$ cat config.mk
export PLATFORM = sky130hd
export DESIGN_NAME = uart_tx_stream
export DESIGN_NICKNAME = d
export VERILOG_FILES = /design/src/rtl/uart_tx_stream.sv
export SDC_FILE = /design/constraint.sdc
export NUM_CORES = 1
export LEC_CHECK = 0
export BUFFER_PORTS_ARGS = -buffer_cell sky130_fd_sc_hd__buf_2
export CAP_MARGIN = 0
export CORE_ASPECT_RATIO = 1.25
export CORE_MARGIN = 5
export CORE_UTILIZATION = 54
export DETAILED_ROUTE_END_ITERATION = 8
export HOLD_SLACK_MARGIN = 0.08
export PLACE_DENSITY = 0.75
export SYNTH_ARGS = -nofsm -noshare
export SYNTH_HDL_FRONTEND = slang
export SYNTH_SLANG_ARGS = --single-unit
$ cat constraint.sdc
create_clock -name CLK_133MHZ -period 1.7 [get_ports CLK_133MHZ]
set_input_delay 0.255 -clock CLK_133MHZ [delete_from_list [all_inputs] [get_ports CLK_133MHZ]]
set_output_delay 0.255 -clock CLK_133MHZ [all_outputs]
set_load 0.01 [all_outputs]
$ cat src/rtl/uart_tx_stream.sv
// UART transmitter fed by a stb/ack byte stream, with a one-byte holding register
// so a continuous source produces back-to-back frames with no idle gap.
module uart_tx_stream #(
    parameter int CLKS_PER_BIT = 1155,
    parameter int PARITY       = 0,
    parameter int STOP_BITS    = 1
) (
    input  logic       CLK_133MHZ,
    input  logic       rst,
    input  logic [7:0] tx_dat,
    input  logic       tx_stb,
    output logic       tx_ack,
    output logic       txd,
    output logic       busy
);

    typedef enum logic [2:0] {IDLE, START, DATA, PAR, STOP} state_t;

    localparam logic [15:0] BAUD_LAST = 16'(CLKS_PER_BIT - 1);
    localparam logic [2:0]  STOP_LAST = 3'(STOP_BITS - 1);
    localparam logic        PAR_INIT  = (PARITY == 1);

    state_t      state;
    logic [7:0]  hold_reg;
    logic        hold_valid;
    logic [7:0]  shift;
    logic        par_acc;
    logic [15:0] baud_cnt;
    logic [2:0]  bit_idx;
    logic        capture;
    logic        baud_end;

    // The ack cycle masks stb so a source reacting to ack cannot be captured twice.
    assign capture  = tx_stb & ~hold_valid & ~tx_ack;
    assign baud_end = (baud_cnt == BAUD_LAST);

    always_ff @(posedge CLK_133MHZ) begin
        if (!rst) begin
            state      <= IDLE;
            hold_reg   <= '0;
            hold_valid <= 1'b0;
            shift      <= '0;
            par_acc    <= 1'b0;
            baud_cnt   <= '0;
            bit_idx    <= '0;
            tx_ack     <= 1'b0;
            txd        <= 1'b1;
            busy       <= 1'b0;
        end else begin
            tx_ack <= capture;
            if (capture) begin
                hold_reg   <= tx_dat;
                hold_valid <= 1'b1;
                busy       <= 1'b1;
            end

            // txd is loaded with the level of the state being entered, so it is a pure flop.
            case (state)
                IDLE: begin
                    txd <= 1'b1;
                    if (hold_valid) begin
                        shift      <= hold_reg;
                        par_acc    <= PAR_INIT;
                        hold_valid <= 1'b0;
                        baud_cnt   <= '0;
                        state      <= START;
                        txd        <= 1'b0;
                    end
                end
                START: begin
                    if (baud_end) begin
                        baud_cnt <= '0;
                        bit_idx  <= '0;
                        state    <= DATA;
                        txd      <= shift[0];
                    end else begin
                        baud_cnt <= baud_cnt + 16'd1;
                    end
                end
                DATA: begin
                    if (baud_end) begin
                        baud_cnt <= '0;
                        shift    <= shift >> 1;
                        par_acc  <= par_acc ^ shift[0];
                        bit_idx  <= bit_idx + 3'd1;
                        if (bit_idx == 3'd7) begin
                            if (PARITY != 0) begin
                                state <= PAR;
                                txd   <= par_acc ^ shift[0];
                            end else begin
                                state   <= STOP;
                                bit_idx <= '0;
                                txd     <= 1'b1;
                            end
                        end else begin
                            txd <= shift[1];
                        end
                    end else begin
                        baud_cnt <= baud_cnt + 16'd1;
                    end
                end
                PAR: begin
                    if (baud_end) begin
                        baud_cnt <= '0;
                        bit_idx  <= '0;
                        state    <= STOP;
                        txd      <= 1'b1;
                    end else begin
                        baud_cnt <= baud_cnt + 16'd1;
                    end
                end
                STOP: begin
                    if (baud_end) begin
                        baud_cnt <= '0;
                        if (bit_idx == STOP_LAST) begin
                            bit_idx <= '0;
                            if (hold_valid) begin
                                shift      <= hold_reg;
                                par_acc    <= PAR_INIT;
                                hold_valid <= 1'b0;
                                state      <= START;
                                txd        <= 1'b0;
                            end else begin
                                // A byte captured on this very edge keeps busy up and goes out via IDLE.
                                state <= IDLE;
                                busy  <= capture;
                            end
                        end else begin
                            bit_idx <= bit_idx + 3'd1;
                        end
                    end else begin
                        baud_cnt <= baud_cnt + 16'd1;
                    end
                end
                default: begin
                    state <= IDLE;
                    txd   <= 1'b1;
                end
            endcase
        end
    end

endmodule

# ---- After elaboration in Yosys (flattened, before gate mapping)
# Cells that the tools add are included.
dict set report totals {
  ff_bits 42
  elab_cells 84
}
dict set report classes {
  eq_ne 15
  bitwise 4
  addsub 2
  reduce_logical 12
  muxes 42
}
# op count
set op_table {}
lappend op_table {{3-bit 2-to-1 mux} 12}
lappend op_table {{16-bit 2-to-1 mux} 2}
lappend op_table {{8-bit 2-to-1 mux} 4}
lappend op_table {{16-bit one-hot mux with 2 select lines} 1}
lappend op_table {{8-bit one-hot mux with 3 select lines} 1}
lappend op_table {{1-bit 2-to-1 mux} 18}
lappend op_table {{16-bit by 1-bit adder with 16-bit output, second input constant} 1}
lappend op_table {{16-bit by 11-bit == test with 1-bit output, second input constant} 1}
lappend op_table {{2-bit != test, second input constant} 8}
lappend op_table {{3-bit one-hot mux with 5 select lines} 1}
lappend op_table {{3-bit one-hot mux with 3 select lines} 1}
lappend op_table {{4-bit AND reduction} 2}
lappend op_table {{7-bit AND reduction} 1}
lappend op_table {{3-bit by 2-bit == test with 1-bit output, second input constant} 2}
lappend op_table {{3-bit == test, second input constant} 2}
lappend op_table {{3-bit zero test} 2}
lappend op_table {{6-bit AND reduction} 1}
lappend op_table {{3-bit nonzero test} 2}
lappend op_table {{1-bit one-hot mux with 5 select lines} 1}
lappend op_table {{4-bit OR reduction} 1}
lappend op_table {{3-bit by 1-bit adder with 3-bit output, second input constant} 1}
lappend op_table {{3-bit by 1-bit == test with 1-bit output, second input constant} 1}
lappend op_table {{1-bit bitwise AND} 2}
lappend op_table {{2-bit by 1-bit != test with 1-bit output, second input constant} 1}
lappend op_table {{5 further kinds} 6}

# ---- Logic depth before layout (Yosys ltp)
dict set report logic_depth {
  depth_word 8
  depth_mapped 9
  ltp_nobuf 7
}

# ---- Worst setup path before layout
# OpenSTA, ideal clock, no wires.
dict set report synth_timing {
  path_kind {reg-to-reg}
  startpoint {register baud_cnt[1]}
  endpoint {register baud_cnt[4]}
  t_required_ns 1.586
  path_buffers 2
  slack_ns -0.155
  arrival_ns 1.741
  path_stages_with_launch 9
  setup_ns 0.114
  cell_sequence {dfxtp_1 -> ha_1 -> nor3b_1 -> nand4_2 -> buf_6 -> and3_4 -> buf_6 -> a22o_1 -> a21o_1}
}
dict set report synth_between {
  elab_chain_len 3
  word_cells_on_any_way 4
}
# item line
set synth_rtl {}
lappend synth_rtl {{start, declared} 28} ;# logic [15:0] baud_cnt;
lappend synth_rtl {{start signal, assigned} 77} ;# baud_cnt <= baud_cnt + 16'd1;
lappend synth_rtl {{start signal, assigned} 99} ;# baud_cnt <= baud_cnt + 16'd1;
lappend synth_rtl {{start signal, assigned} 109} ;# baud_cnt <= baud_cnt + 16'd1;
lappend synth_rtl {{16-bit by 1-bit adder with 16-bit output or 16-bit by 11-bit == test with 1-bit output (tied branches)} n/a}
lappend synth_rtl {{16-bit 2-to-1 mux (*)} n/a}
lappend synth_rtl {{16-bit one-hot mux with 2 select lines (*)} 58} ;# case (state)
# Every way passes the cells marked *; elsewhere a longest branch is shown, timed or not.
# A chain may end at the register's enable or synchronous reset.

# ---- Final worst setup path
dict set report layout_timing {
  startpoint {register baud_cnt[0]}
  endpoint {register baud_cnt[4]}
}
# The elaborated chain is that of the path after synthesis.

==> results_dict.tcl <==
set metrics [dict create \
    drc 0 \
    status "finished, violations left" \
    min_period_ns 1.71 \
    row_count 26 \
    grt_pass1_wl_mm 8.36 \
    setup.worst_path.start_class "flop" \
    finalNetCount 309 \
    required_ns 1.91 \
    preCtsSetupSlack_ns -0.0377 \
    die_area_um2 5490 \
    cp_num_buf_inv 2 \
    slew-limit-headroom_pct 64.8 \
    path_clk_slew_ns 0.08 \
    cts_tree "built" \
    crit_family "simple AND/OR/NAND/NOR gates" \
    placed_cell_area_um2 2580 \
    cts_max_level 2 \
    crit_type "reg -> reg" \
    synth_edf_count 0 \
    grt_pass1_vias 1870 \
    reg2reg_slack_ns -0.01 \
    cts_hold_buf 0 \
    avgSynthCellArea_um2 9.04 \
    cap_violations 0 \
    peakVddDrop_v 0.000549 \
    power.leakage_uw 0.00120 \
    placed_cells 338 \
    largest_reg_flops 16 \
    core_um2 4030 \
    clock_path_buffers 2 \
    grt-ovfl-total 0 \
    layout.cell_area.non_filler_um2 2830 \
    hp-class "in -> reg" \
    antenna_cells 0 \
    chipHeight_um 81.6 \
    finalSetupViolCount 1 \
    syn-num-nets 261 \
    fin_worst_skew_ns 0.00755 \
    final_util_pct 70.3 \
    ys_warn_count 0 \
    via_per_inst 5.63 \
    ff_latch_area_um2 847 \
    io_buffers 13 \
    final_cell_mix "dfxtp_1, buf_4, nand2_1, mux2i_1, nand3_1" \
    multi_input_area_um2 1400 \
    start_util_pct 54.9 \
    cts_buffers 5 \
    rsz0062_at_grt "true" \
    hold_ws_ns 0.210 \
    worstMarginPinSlew_ns 0.524 \
    avgRoutedWirePerCell_um 14.5 \
    period_share_pct 101 \
    hpwl_mm 3.53 \
    die_w_um 67.3 \
    p_per_area_nw_per_um2 732 \
    slowest_stage "dfxtp_2" \
    place.gp.congestion 0.810 \
    wirelength_mm 5.06 \
    fmax_mhz 585 \
    async_flop_share_pct 0 \
    flow.area_growth_from_synthesis_pct 28.0 \
    grt_max_degree 25 \
    synth_ff_type "dfxtp_1" \
    hold_violations 0 \
    critPathArrivalTime_ns 1.92 \
    numClockSinks 42 \
    layout.cells.non_filler 350 \
    ys_ff_latch 42 \
    fin_ws_ns -0.00977 \
    io_pins 14 \
    clk_latency_ns 0.30 \
    grtUsageTotal_pct 20.0 \
    vias 1971 \
    antenna_found_initial 0 \
    end_kind "flop" \
    cpPeakStageDelay_ns 0.33 \
    final_layout_size_suffix_gt1_share_pct 31.6 \
    ys_top_cells_by_area "dfxtp_1, mux2i_1, nor2b_1" \
    drv_slew 0 \
    fillers 326 \
    cts_root_buf "clkbuf_8" \
    ys_seq_area_share_pct 38.0 \
    syn_inst 245 \
    violations "setup timing" \
    synth_top_area_share_pct 38.0 \
    yosysUniqueCellTypes 52 \
    synth_area_leader_cell "dfxtp_1" \
    ant_nets 0 \
    cp_cell_sequence "inv_2, ha_4, nor3b_4, nand4_4, buf_6, and3_4, a22o_1, a21o_1" \
    drt_iter0_drc 84 \
    syn-cell-area_um2 2210 \
    crit_fanout 6 \
    drt_pre_antenna_iters 4 \
]
## logic make-up after synthesis
logic type | after synthesis | synth area share [%]
AOI/OAI and AO/OA | 49 | 16.7
muxes | 18 | 8.19
adders and majority gates | 5 | 2.82
buffers and inverters | 20 | 4.41
DFF | 42 | 38.0
xor gates and xnor gates | 8 | 3.16
and+or+nand+nor | 103 | 26.8
## tightest hold or removal path: stages
cell and delay [ns]:
buf_2 0.07, mux2i_1 0.05, nor2b_1 0.09
## synthesized netlist by cell type, drive strengths merged (6+ instances only)
cell type	instances
o21ai	11
inv	6
a21oi	6
nand3	16
o211a	8
mux2i	17
nor2	13
dfxtp	42
nand2b	6
clkbuf	8
nor2b	13
buf	6
nand2	21
## layout make-up
| class | instances | area share [%] |
|---|---|---|
| tap | 56 | 2.47 |
| inverter | 6 | 0.795 |
| sequential | 42 | 29.9 |
| timing repair buffer | 54 | 14.0 |
| multi-input combinational | 184 | 49.5 |
| clock inverter | 2 | 0.442 |
| clock buffer | 6 | 2.91 |
## power breakdown
group / internal, uW / switching [uW] / leakage [uW]
Combinational: 171 / 167 / 0.000807
Clock: 326 / 349 / 0.0000472
Sequential: 1030 / 30.4 / 0.000344
Total: 1530 / 547 / 0.00120
## repair_timing
| item | CTS | global route |
|---|---|---|
| resized for setup | 9 | 17 |
| setup endpoints to repair | 12 | 27 |
| endpoints found under the hold margin | 0 | 0 |
| setup buffers | 1 | 2 |
| pin swaps | 4 | 2 |
| gates cloned | 0 | 1 |
## per-layer routing
metal | part of all wire, % | GRT usage [%] | vias to the layer above | routed length, um
li1 | - | - | 973 | -
met1 | 41 | 22.2 | 934 | 2070
met2 | 53 | 34.6 | 45 | 2690
met3 | 2.6 | 4.79 | 19 | 131
met4 | 3.4 | 10.8 | 0 | 174
met5 | 0 | 0 | - | 0
## worst paths after layout
kind                from     endpoint  depth (start not counted)
max reg2reg  baud_cnt[0]  baud_cnt[4]                          8
max          baud_cnt[0]  baud_cnt[4]                          8
min reg2reg     shift[7]     shift[7]                          2
min            tx_dat[0]  hold_reg[0]                          3
## metrics by stage
stage	total power [uW]	TNS [ns]
final	2070	-0.00977
after global routing	2180	-0.802
after CTS	2080	0
after detailed placement	1400	-0.0545
after global placement	1390	-0.0292
after floorplan	1280	-0.00786
Power figures use the tool's default switching activity.
